<file path="config.mk">
export PLATFORM = sky130hd
export DESIGN_NAME = serial_word_collector
export DESIGN_NICKNAME = d
export VERILOG_FILES = /design/src/rtl/serial_collector_pkg.sv /design/src/rtl/collector_hold_reg.sv /design/src/rtl/serial_word_collector.sv
export SDC_FILE = /design/constraint.sdc
export NUM_CORES = 1
export LEC_CHECK = 0
export ABC_CLOCK_PERIOD_IN_PS = 2600
export BUFFER_PORTS_ARGS = -buffer_cell sky130_fd_sc_hd__buf_2
export CAP_MARGIN = 20
export CORE_ASPECT_RATIO = 0.75
export CORE_MARGIN = 2
export CORE_UTILIZATION = 58
export CTS_BUF_LIST = sky130_fd_sc_hd__clkbuf_2
export CTS_CLUSTER_DIAMETER = 40
export CTS_CLUSTER_SIZE = 10
export DETAILED_ROUTE_END_ITERATION = 10
export PLACE_DENSITY = 0.81
export SKIP_LAST_GASP = 1
export SYNTH_ARGS = -nofsm -noshare
export SYNTH_HDL_FRONTEND = slang
export SYNTH_HIERARCHICAL = 1
export SYNTH_SLANG_ARGS = --single-unit
</file>
<file path="constraint.sdc">
create_clock -name clk -period 2.6 [get_ports clk]
set_input_delay 0 -clock clk [delete_from_list [all_inputs] [get_ports clk]]
set_output_delay 0 -clock clk [all_outputs]
set_load 0.005 [all_outputs]
</file>
<file path="src/rtl/serial_collector_pkg.sv">
// Shared definitions for the serial word collector:
//   WIDTH_DEFAULT - default assembled word width (30 bits)
//   state_e       - collector FSM states (IDLE, COLLECT, PARITY)
//   cnt_width()   - bit counter width able to hold 0..w
package serial_collector_pkg;

  localparam int unsigned WIDTH_DEFAULT = 30;

  typedef enum logic [1:0] {
    IDLE    = 2'd0,
    COLLECT = 2'd1,
    PARITY  = 2'd2
  } state_e;

  function automatic int unsigned cnt_width(input int unsigned w);
    return $clog2(w + 1);
  endfunction

endpackage

</file>
<file path="src/rtl/collector_hold_reg.sv">
// One-entry valid/ready hold register for completed words.
//   clk_i       - clock
//   rst_ni      - asynchronous active-low reset
//   in_valid_i  - load in_data_i this cycle (caller guarantees room)
//   in_data_i   - word to load
//   out_ready_i - consumer takes the held word
//   out_valid_o - a word is held
//   out_data_o  - held word; stable until consumed
// A load on the same cycle as a consume replaces the word with no bubble.
module collector_hold_reg #(
  parameter int unsigned WIDTH = 30
) (
  input  logic             clk_i,
  input  logic             rst_ni,
  input  logic             in_valid_i,
  input  logic [WIDTH-1:0] in_data_i,
  input  logic             out_ready_i,
  output logic             out_valid_o,
  output logic [WIDTH-1:0] out_data_o
);

  logic             valid_q, valid_d;
  logic [WIDTH-1:0] data_q, data_d;

  always_comb begin
    valid_d = valid_q;
    data_d  = data_q;
    if (valid_q && out_ready_i) begin
      valid_d = 1'b0;
    end
    if (in_valid_i) begin
      valid_d = 1'b1;
      data_d  = in_data_i;
    end
  end

  always_ff @(posedge clk_i or negedge rst_ni) begin
    if (!rst_ni) begin
      valid_q <= 1'b0;
      data_q  <= '0;
    end else begin
      valid_q <= valid_d;
      data_q  <= data_d;
    end
  end

  assign out_valid_o = valid_q;
  assign out_data_o  = data_q;

endmodule

</file>
<file path="src/rtl/serial_word_collector.sv">
// Serial-to-parallel word collector, LSB-first, with a one-entry output
// hold register and valid/ready handshakes on both sides.
//   clk        - clock
//   reset      - asynchronous active-low reset
//   ser_in     - serial data bit
//   ser_valid  - ser_in valid this cycle
//   ser_ready  - collector accepts a bit this cycle
//   flush      - synchronous discard of the partial word (wins over a bit)
//   word_out   - assembled word
//   word_valid - word_out holds a complete word
//   word_ready - consumer takes the word
//   parity_err - one-cycle pulse on an even-parity mismatch
// Build option: define SERIAL_COLLECTOR_PARITY_CHECK_EN to expect one
// even-parity bit after every word; otherwise parity_err is tied 0.
module serial_word_collector
  import serial_collector_pkg::*;
#(
  parameter int unsigned WIDTH = WIDTH_DEFAULT
) (
  input  logic             clk,
  input  logic             reset,
  input  logic             ser_in,
  input  logic             ser_valid,
  output logic             ser_ready,
  input  logic             flush,
  output logic [WIDTH-1:0] word_out,
  output logic             word_valid,
  input  logic             word_ready,
  output logic             parity_err
);

  localparam int unsigned CW = cnt_width(WIDTH);
  localparam logic [CW-1:0] LAST_CNT = CW'(WIDTH - 1);

  // With parity the whole word must sit in the shifter while the parity
  // bit is awaited; without it the last data bit goes straight to the hold
  // register, so only WIDTH-1 bits need storing.
`ifdef SERIAL_COLLECTOR_PARITY_CHECK_EN
  localparam int unsigned PW = WIDTH;
`else
  localparam int unsigned PW = WIDTH - 1;
`endif

  state_e            state_q, state_d;
  logic [CW-1:0]     cnt_q, cnt_d;
  logic [PW-1:0]     part_q, part_d;
  logic              accept;
  logic              completing;
  logic              load;
  logic [WIDTH-1:0]  load_word;

`ifdef SERIAL_COLLECTOR_PARITY_CHECK_EN
  logic perr_q, perr_d;
  assign completing = (state_q == PARITY);
  assign load_word  = part_q;
`else
  assign completing = (cnt_q == LAST_CNT);
  assign load_word  = {ser_in, part_q};
`endif

  // Stall only when the next bit would finish a word that has nowhere to go.
  assign ser_ready = !(word_valid && !word_ready && completing);
  assign accept    = ser_valid && ser_ready;

  always_comb begin
    state_d = state_q;
    cnt_d   = cnt_q;
    part_d  = part_q;
    load    = 1'b0;
`ifdef SERIAL_COLLECTOR_PARITY_CHECK_EN
    perr_d  = 1'b0;
`endif
    if (flush) begin
      state_d = IDLE;
      cnt_d   = '0;
      part_d  = '0;
    end else if (accept) begin
      case (state_q)
        IDLE, COLLECT: begin
          // Right shift: the first bit ends up in the lowest position.
          part_d         = part_q >> 1;
          part_d[PW-1]   = ser_in;
          if (cnt_q == LAST_CNT) begin
            cnt_d = '0;
`ifdef SERIAL_COLLECTOR_PARITY_CHECK_EN
            state_d = PARITY;
`else
            state_d = IDLE;
            part_d  = '0;
            load    = 1'b1;
`endif
          end else begin
            cnt_d   = cnt_q + CW'(1);
            state_d = COLLECT;
          end
        end
`ifdef SERIAL_COLLECTOR_PARITY_CHECK_EN
        PARITY: begin
          state_d = IDLE;
          part_d  = '0;
          if (ser_in == ^part_q) begin
            load = 1'b1;
          end else begin
            perr_d = 1'b1;
          end
        end
`endif
        default: begin
          state_d = IDLE;
          cnt_d   = '0;
          part_d  = '0;
        end
      endcase
    end
  end

  always_ff @(posedge clk or negedge reset) begin
    if (!reset) begin
      state_q <= IDLE;
      cnt_q   <= '0;
      part_q  <= '0;
    end else begin
      state_q <= state_d;
      cnt_q   <= cnt_d;
      part_q  <= part_d;
    end
  end

`ifdef SERIAL_COLLECTOR_PARITY_CHECK_EN
  always_ff @(posedge clk or negedge reset) begin
    if (!reset) begin
      perr_q <= 1'b0;
    end else begin
      perr_q <= perr_d;
    end
  end
  assign parity_err = perr_q;
`else
  assign parity_err = 1'b0;
`endif

  collector_hold_reg #(
    .WIDTH(WIDTH)
  ) u_hold (
    .clk_i      (clk),
    .rst_ni     (reset),
    .in_valid_i (load),
    .in_data_i  (load_word),
    .out_ready_i(word_ready),
    .out_valid_o(word_valid),
    .out_data_o (word_out)
  );

endmodule

</file>
==> qor.txt, run 1 <==
hold buffers post-CTS = 4
fin area = 2880 sq um
Least-Margin Pin Slew = 0.768 ns
Sw Share = 0.228
largest net degree at the start of global routing = 66
IO buf count = 37
Internal = 1.26 mW
Layout area overhead = 12.6%
Filler cells = 301
FF+latch count, synth = 65
clock skew = 0.0128 ns
Max FO, Critical Path = 31
Via density = 5.63
H-tree levels = 3
WP data required = 2.95 ns
hpwl dp = 2740 microns
Starting DRT DRC Count = 89
Ports = 39
Worst-Skew Late Latency = 0.46 ns
via count = 1,508
CP Class = flip-flop to flip-flop
CTS Buffer Depth = 2
Area after DPL = 2730 sq um
Max Cap Violations = 0
Mapped Nets = 171
CP endpoint kind = flip-flop
Final Wtd Congestion = 0.746
P_sw = 0.373 mW
CTS tree = yes
register share of total power = 0.624
all-layer global routing usage = 0.206
P_leak = 1.57 nW
Clock Sinks = 65
core area = 4130 sq um
share of layout cells above drive strength 1 = 0.432
Hold Path Origin = flush
post-synth top area share = 0.637
Avg Inst Size Synth = 15.7 sq um
M1 GR Usage = 0.247
Initial Utilization = 0.619
Final Setup Violations = 0
storage element area = 1630 sq um
FP Rows = 20
Logic pwr share = 0.038
Cell variety after synth = 23
grt met2 use = 0.327
initial antenna violation count = 0
Synth area leader = dfrtp_1
clock network fraction of total power = 0.338
final setup TNS = 0 ns
fin nets = 216
WL per Instance = 16.3 microns
number of detailed-route iterations in the first pass = 4
Setup WS post-layout = 0.390 ns
top cells by area, synth = dfrtp_1 64%, mux2_2 14%, a22o_1 10%, buf_6 4.0%, ha_1 0.98%
post-CTS resize count = 0
Syn Inst Count = 163
ANT cells = 0
P per Cell Area = 569 nW/um^2
minimum clock period = 2.21 ns
Die ar. = 4960 sq um
CP Data Arrival Time = 2.56 ns
worst min path class = primary input to flip-flop
worst r2r src = cnt_q[1]
CTS clk-pin slew, worst paths = 0.16 ns
most frequent cells in the layout = 65 x dfrtp_1, 37 x buf_2, 31 x mux2_2
worst setup path startpoint = cnt_q[1]
Final Slew Violations = 0
number of remaining DRC errors = 0
total CTS buffers = 9
post-CTS setup buffer count = 0
GRT overflow = 0
mapped cell area = 2550 sq um
first-pass GRT wire length = 7330 microns
Die X-Extent = 80.6 microns
most common cell after layout, fill and taps aside = dfrtp_1
Die H = 61.5 microns
crit path launch type = flip-flop
Detail Route Antenna Nets = 0
outcome = complete, no violations
Placed Cells = 248
VDD IR max = 0.404 mV
multi-input combinational cell area = 807 sq um
RSZ-0062 raised after global routing = no
FMAX = 453 MHz
vias in the first global route = 1,565
final hold violations = 0
wirelength, routed = 4370 microns
Slew HR = 0.488
Most Crowded Layer GR = met2
grt met3 use = 0.0880
post-synthesis sequential area ratio = 0.637
Final Cycle Share = 0.850
Place WS = 0.442 ns
CTS root buffer = clkbuf_2
warnings from Yosys = 6
fin cells = 268
==> per-stage QoR <==
step | total power, mW | utilization | hold slack, ns
after detailed placement | 1.10 | 0.662 | 0.217
after global routing | 1.72 | 0.697 | 0.0246
after CTS | 1.66 | 0.697 | 0.0123
final | 1.64 | 0.697 | 0.0561
after floorplan | 1.07 | - | -0.296
after global placement | 1.10 | 0.662 | 0.194
==> metal layers <==
metal | share of wire | vias up
met5 | 0 | -
met3 | 0.057 | 10
li1 | - | 691
met1 | 0.43 | 765
met2 | 0.50 | 42
met4 | 0.015 | 0
==> Yosys cell counts <==
library cell and instances:
nor4bb_1 1, nor3_1 2, buf_4 1, ha_1 2, nor3b_1 2, inv_1 4, nand3_1 2, a211o_1 1
conb_1 1, nor2b_1 2, a21o_1 1, dfrtp_1 65, buf_6 9, nand4_2 1, mux2_2 31, nand2b_1 1
a22o_1 30, buf_2 1, and2_1 1, o22ai_4 1, or3b_4 1, or3b_1 1, a221o_1 2
==> kinds of logic after synthesis <==
logic type | synth area share
other | 0.00147
buffers and inverters | 0.0504
flip-flops | 0.637
AND/OR/NAND/NOR | 0.0402
adder cells (fa/ha/maj) | 0.00979
AO/OA/AOI/OAI | 0.125
multiplexers | 0.137
==> final cells by class <==
type,count,share of cell area
clock buffers,12,0.0209
clock inverters,4,0.0152
inverters,4,0.00522
multi-input cells,83,0.281
flip-flops and latches,65,0.565
well taps,55,0.0239
repair buffers,45,0.0887
==> power by group through the flow <==
| stage | Clock (mW) | Sequential, mW | Combinational, mW |
|---|---|---|---|
| after global routing | 0.623 | 1.02 | 0.0726 |
| final | 0.553 | 1.02 | 0.0628 |
| after CTS | 0.577 | 1.02 | 0.0645 |
| after detailed placement | 0 | 1.04 | 0.0602 |
| after global placement | 0 | 1.04 | 0.0573 |
| after floorplan | 0 | 1.04 | 0.0354 |
==> final timing paths <==
path                                         endpoint  cells past startpoint  slack (ns)
worst max-delay path            u_hold/out_data_o[14]                      7        0.39
worst min-delay path                        part_q[6]                      3        0.06
worst max register to register  u_hold/out_data_o[14]                      7        0.39
worst min register to register  u_hold/out_data_o[10]                      1        0.52
max in group asynchronous                  part_q[14]                      3        1.89
min in group asynchronous       u_hold/out_data_o[24]                      3        0.21
==> critical path, cell delays in order, from the launching register on <==
cell     delay (ns)
dfrtp_1        0.44
inv_1          0.07
ha_1           0.15
nand4_2        0.19
or3b_1         0.48
nor3b_2        0.18
buf_4          0.27
mux2_2         0.32
==> sequential cells by signal, summed over array words and instances, names as in the netlist <==
| name | count |
|---|---|
| u_hold/out_data_o | 30 |
| part_q | 29 |
| cnt_q | 5 |
| u_hold/out_valid_o | 1 |
No activity file was read; power rests on OpenSTA's default activity.
==> run 2, diff against run 1 <==
--- a/config.mk
+++ b/config.mk
@@ -5,7 +5,7 @@
 export SDC_FILE = /design/constraint.sdc
 export NUM_CORES = 1
 export LEC_CHECK = 0
-export ABC_CLOCK_PERIOD_IN_PS = 2600
+export ABC_CLOCK_PERIOD_IN_PS = 2200
 export BUFFER_PORTS_ARGS = -buffer_cell sky130_fd_sc_hd__buf_2
 export CAP_MARGIN = 20
 export CORE_ASPECT_RATIO = 0.75
==> constraint.sdc (replaced) <==
create_clock -name clk -period 2.2 [get_ports clk]
set_input_delay 0 -clock clk [delete_from_list [all_inputs] [get_ports clk]]
set_output_delay 0 -clock clk [all_outputs]
set_load 0.005 [all_outputs]
==> qor.txt, run 2 (synthesis gave the netlist of run 1 again) <==
WL per Instance = 16.4 microns (was 16.3 microns)
reg-to-reg endpoint = u_hold/out_data_o[12] (was u_hold/out_data_o[14])
Least-Margin Pin Slew = 0.837 ns (was 0.768 ns)
CTS root buffer = clkbuf_2 (unchanged)
Final Cycle Share = 0.947 (was 0.850)
Final Util = 0.691 (was 0.697)
Die X-Extent = 80.6 microns (unchanged)
worst r2r src = cnt_q[1] (unchanged)
Final Setup Violations = 0 (unchanged)
vias in the first global route = 1,542 (was 1,565)
max reg flops = 30 (unchanged)
core area = 4130 sq um (unchanged)
first-pass GRT wire length = 7180 microns (was 7330 microns)
worst min path class = primary input to flip-flop (unchanged)
final setup TNS = 0 ns (unchanged)
CP endpoint kind = flip-flop (unchanged)
clock skew = 0.0198 ns (was 0.0128 ns)
CTS tree = yes (unchanged)
H-tree levels = 3 (unchanged)
wirelength, routed = 4320 microns (was 4370 microns)
fin nets = 216 (unchanged)
crit path launch type = flip-flop (unchanged)
Starting DRT DRC Count = 48 (was 89)
CP Class = flip-flop to flip-flop (unchanged)
Clock Sinks = 65 (unchanged)
largest net degree at the start of global routing = 39 (was 66)
Pwr Total = 1.77 mW (was 1.64 mW)
VDD IR max = 0.375 mV (was 0.404 mV)
all-layer global routing usage = 0.205 (was 0.206)
outcome = complete, no violations (unchanged)
P per Cell Area = 619 nW/um^2 (was 569 nW/um^2)
post-CTS setup buffer count = 0 (unchanged)
IO buf count = 37 (unchanged)
fin cells = 264 (was 268)
hpwl dp = 2800 microns (was 2740 microns)
number of remaining DRC errors = 0 (unchanged)
FF-to-FF path depth = 7 (unchanged)
via count = 1,517 (was 1,508)
RSZ-0062 raised after global routing = no (unchanged)
ANT cells = 0 (unchanged)
CTS clk-pin slew, worst paths = 0.15 ns (was 0.16 ns)
most frequent cells in the layout = 65 x dfrtp_1, 37 x buf_2, 31 x mux2_2 (unchanged)
most common cell after layout, fill and taps aside = dfrtp_1 (unchanged)
met2 WL = 2150 microns (was 2170 microns)
CTS Buffer Depth = 2 (unchanged)
Layout area overhead = 11.7% (was 12.6%)
FMAX = 480 MHz (was 453 MHz)
total CTS buffers = 9 (unchanged)
share of layout cells above drive strength 1 = 0.421 (was 0.432)
Final Slew Violations = 0 (unchanged)
highest metal used = met4 (unchanged)
Ports = 39 (unchanged)
P_leak = 1.55 nW (was 1.57 nW)
minimum clock period = 2.08 ns (was 2.21 ns)
Final Wtd Congestion = 0.797 (was 0.746)
Worst-Skew Late Latency = 0.46 ns (about the same)
number of detailed-route iterations in the first pass = 4 (unchanged)
GRT overflow = 0 (unchanged)
final hold violations = 0 (unchanged)
M1 wire length = 1900 microns (was 1880 microns)
Max FO, Critical Path = 31 (unchanged)
FP Rows = 20 (unchanged)
worst setup path startpoint = cnt_q[1] (unchanged)
Slew HR = 0.442 (was 0.488)
WL met3 = 216 microns (was 250 microns)
Initial Utilization = 0.619 (unchanged)
WP data required = 2.55 ns (was 2.95 ns)
initial antenna violation count = 0 (unchanged)
Die ar. = 4960 sq um (unchanged)
Detail Route Antenna Nets = 0 (unchanged)
Max Cap Violations = 0 (unchanged)
Min Hold Slack = 0.115 ns (was 0.0561 ns)
Via density = 5.75 (was 5.63)
Placed Cells = 249 (was 248)
CP endpoint = u_hold/out_data_o[12] (was u_hold/out_data_o[14])
R2R Setup Slk = 0.12 ns (was 0.39 ns)
CP Data Arrival Time = 2.43 ns (was 2.56 ns)
Die H = 61.5 microns (unchanged)
==> run 2: power by group <==
group | switching (mW) | internal [mW] | total, mW
Clock | 0.366 | 0.116 | 0.481
Combinational | 0.0530 | 0.0246 | 0.0776
Sequential | 0.00646 | 1.20 | 1.21
==> run 2: metrics by stage <==
step | area [sq um] | worst slack, ns
finish | 2850 | 0.116
global route | 2850 | 0.00759
CTS | 2850 | 0.139
detailed placement | 2770 | 0.172
global placement | 2770 | 0.261
floorplan | 2550 | 0.150
==> run 2: timing repair <==
item                       4_1_cts  5_1_grt
hold endpoints to repair        40        0
hold buffers                     3        0
setup endpoints to repair        0        0
gates resized for setup          0        0
==> run 2: worst min path at each step <==
stage | slack, ns | from | to | cells after the start
after CTS | 0.09 | ser_valid | part_q[27] | 3
after global placement | 0.13 | reset | u_hold/out_data_o[23] | 1
after global routing | 0.07 | ser_valid | part_q[28] | 3
after detailed placement | 0.14 | reset | part_q[23] | 1
after floorplan | -0.30 | reset | cnt_q[0] | 0
final | 0.12 | ser_valid | part_q[27] | 3
==> run 2: routing by layer <==
| metal | GRT usage | up-vias |
|---|---|---|
| met4 | 0.0823 | 0 |
| met3 | 0.0953 | 4 |
| met1 | 0.239 | 785 |
| met2 | 0.337 | 35 |
| li1 | - | 693 |
| met5 | 0 | - |
==> run 2: cell type report <==
cell class                      count  area (sq um)
Fill cell                         283          1280
Timing Repair Buffer               45           278
Inverter                            4          15.0
Clock buffer                        9          45.0
Sequential cell                    65          1630
Multi-Input combinational cell     83           807
Clock inverter                      3          12.5
Tap cell                           55          68.8
==> run 2: critical path: stages, from the launching register on <==
cell     delay [ns]
dfrtp_1        0.45
inv_1          0.07
ha_1           0.15
nand4_2        0.18
or3b_1         0.44
nor3b_2        0.19
buf_12         0.18
mux2_2         0.30
==> run 3, diff against run 2 <==
--- a/config.mk
+++ b/config.mk
@@ -10,12 +10,12 @@
 export CAP_MARGIN = 20
 export CORE_ASPECT_RATIO = 0.75
 export CORE_MARGIN = 2
-export CORE_UTILIZATION = 58
+export CORE_UTILIZATION = 50
 export CTS_BUF_LIST = sky130_fd_sc_hd__clkbuf_2
 export CTS_CLUSTER_DIAMETER = 40
 export CTS_CLUSTER_SIZE = 10
 export DETAILED_ROUTE_END_ITERATION = 10
-export PLACE_DENSITY = 0.81
+export PLACE_DENSITY = 0.72
 export SKIP_LAST_GASP = 1
 export SYNTH_ARGS = -nofsm -noshare
 export SYNTH_HDL_FRONTEND = slang
==> qor.txt, run 3 (synthesis gave the netlist of run 1 again) <==
Max Cap Violations = 0 (unchanged)
WP data required = 2.57 ns (was 2.55 ns)
worst hold stages = 3 (unchanged)
largest net degree at the start of global routing = 32 (was 39)
crit path launch type = flip-flop (unchanged)
Ports = 39 (unchanged)
Slew HR = 0.534 (was 0.442)
Final Slew Violations = 0 (unchanged)
Final Setup Violations = 0 (unchanged)
final hold violations = 0 (unchanged)
number of detailed-route iterations in the first pass = 4 (unchanged)
Final Util = 0.599 (was 0.691)
core area = 4900 sq um (was 4130 sq um)
FMAX = 509 MHz (was 480 MHz)
hpwl dp = 2940 microns (was 2800 microns)
share of layout cells above drive strength 1 = 0.435 (was 0.421)
all-layer global routing usage = 0.181 (was 0.205)
Layout area overhead = 14.8% (was 11.7%)
Top Family by Delay on Critical Path = simple AND/OR/NAND/NOR gates (unchanged)
minimum clock period = 1.97 ns (was 2.08 ns)
CTS root buffer = clkbuf_2 (unchanged)
Filler cells = 402 (was 283)
wirelength, routed = 4480 microns (was 4320 microns)
FP Rows = 22 (was 20)
CP Class = flip-flop to flip-flop (unchanged)
Most Crowded Layer GR = met2 (unchanged)
Final Cycle Share = 0.894 (was 0.947)
Initial Utilization = 0.521 (was 0.619)
Detail Route Antenna Nets = 0 (unchanged)
CTS Buffer Depth = 2 (unchanged)
Max stage delay cell, worst path = dfrtp_1 (unchanged)
WL per Instance = 16.2 microns (was 16.4 microns)
ANT cells = 0 (unchanged)
Least-Margin Pin Slew = 0.695 ns (was 0.837 ns)
Min Hold Slack = 0.0941 ns (was 0.115 ns)
via count = 1,508 (was 1,517)
crit-path cells = inv_1 > ha_1 > nand4_2 > or3b_1 > nor3b_2 > buf_12 > mux2_2 (unchanged)
initial antenna violation count = 0 (unchanged)
final setup TNS = 0 ns (unchanged)
most common cell after layout, fill and taps aside = dfrtp_1 (unchanged)
number of remaining DRC errors = 0 (unchanged)
CTS tree = yes (unchanged)
Die H = 65.9 microns (was 61.5 microns)
worst min path class = primary input to flip-flop (unchanged)
CP bufs+invs = 2 (unchanged)
outcome = complete, no violations (unchanged)
max reg flops = 30 (unchanged)
Worst-Skew Late Latency = 0.48 ns (was 0.46 ns)
GRT overflow = 0 (unchanged)
fin nets = 219 (was 216)
M1 GR Usage = 0.225 (was 0.239)
CP endpoint kind = flip-flop (unchanged)
CTS clk-pin slew, worst paths = 0.17 ns (was 0.15 ns)
IO buf count = 37 (unchanged)
most frequent cells in the layout = 65 x dfrtp_1, 37 x buf_2, 31 x mux2_2 (unchanged)
vias in the first global route = 1,610 (was 1,542)
H-tree levels = 3 (unchanged)
total CTS buffers = 9 (unchanged)
FF-to-FF path depth = 7 (unchanged)
Die X-Extent = 86.5 microns (was 80.6 microns)
Max FO, Critical Path = 31 (unchanged)
Via density = 5.46 (was 5.75)
CP Data Arrival Time = 2.33 ns (was 2.43 ns)
P_leak = 1.59 nW (was 1.55 nW)
Clock Sinks = 65 (unchanged)
R2R Setup Slk = 0.23 ns (was 0.12 ns)
RSZ-0062 raised after global routing = no (unchanged)
multi-input combinational cell area = 807 sq um (unchanged)
VDD IR max = 0.330 mV (was 0.375 mV)
Final Wtd Congestion = 0.772 (was 0.797)
Critical Path Max Stage Delay = 0.46 ns (was 0.45 ns)
Die ar. = 5700 sq um (was 4960 sq um)
Starting DRT DRC Count = 70 (was 48)
grt met2 use = 0.272 (was 0.337)
first-pass GRT wire length = 7600 microns (was 7180 microns)
CP Depth = 7 (unchanged)
P per Cell Area = 665 nW/um^2 (was 619 nW/um^2)
grt met3 use = 0.0936 (was 0.0953)
clock skew = 0.0203 ns (was 0.0198 ns)
post-CTS setup buffer count = 0 (unchanged)
storage element area = 1630 sq um (unchanged)
[run 3: stage by stage]
stage	setup slack (ns)	instances	power [mW]	area (sq um)
after floorplan	0.150	163	1.27	2550
after global placement	0.342	255	1.30	2780
after detailed placement	0.278	255	1.30	2780
after CTS	0.239	276	1.98	2930
after global routing	0.122	276	2.06	2930
final	0.234	276	1.95	2930
[run 3: what timing repair did]
item,4_1_cts,5_1_grt
endpoints found under the hold margin,68,0
hold buffers,5,0
gates resized for setup,0,0
[run 3: final timing paths]
| kind | endpoint | start |
|---|---|---|
| setup / recovery | u_hold/out_data_o[3] | cnt_q[1] |
| hold / removal | part_q[28] | ser_valid |
| setup reg to reg | u_hold/out_data_o[3] | cnt_q[1] |
| hold reg to reg | u_hold/out_data_o[4] | u_hold/out_data_o[4] |
| max in group asynchronous | part_q[23] | reset |
| min in group asynchronous | u_hold/out_data_o[18] | reset |
[run 3: power by group]
group / switching (mW) / internal, mW / leakage, nW / total (mW)
Clock: 0.392 / 0.270 / 0.0734 / 0.663
Sequential: 0.00647 / 1.20 / 0.906 / 1.21
Combinational: 0.0537 / 0.0269 / 0.609 / 0.0806
Total: 0.453 / 1.50 / 1.59 / 1.95
[run 3: layer usage]
metal  vias up  wire length, microns  share of wire
li1        696                     -              -
met1       766                  2080           0.46
met2        41                  2100           0.47
met3         5                   266          0.059
met4         0                    34         0.0076
met5         -                     0              0
[run 3: layout make-up]
| cell class | instances | share of cell area |
|---|---|---|
| Tap cell | 60 | 0.0256 |
| Inverter | 4 | 0.00512 |
| Clock buffer | 12 | 0.0205 |
| Timing Repair Buffer | 48 | 0.104 |
| Sequential cell | 65 | 0.555 |
| Multi-Input combinational cell | 83 | 0.275 |
| Clock inverter | 4 | 0.0149 |
[run 3: worst register-to-register path: cells and delay by family, from the launching register on]
family	cells	cell delay, ns
buffers and inverters	2	0.26
adder cells (fa/ha/maj)	1	0.15
flip-flops	1	0.46
AND/OR/NAND/NOR	3	0.69
multiplexers	1	0.29
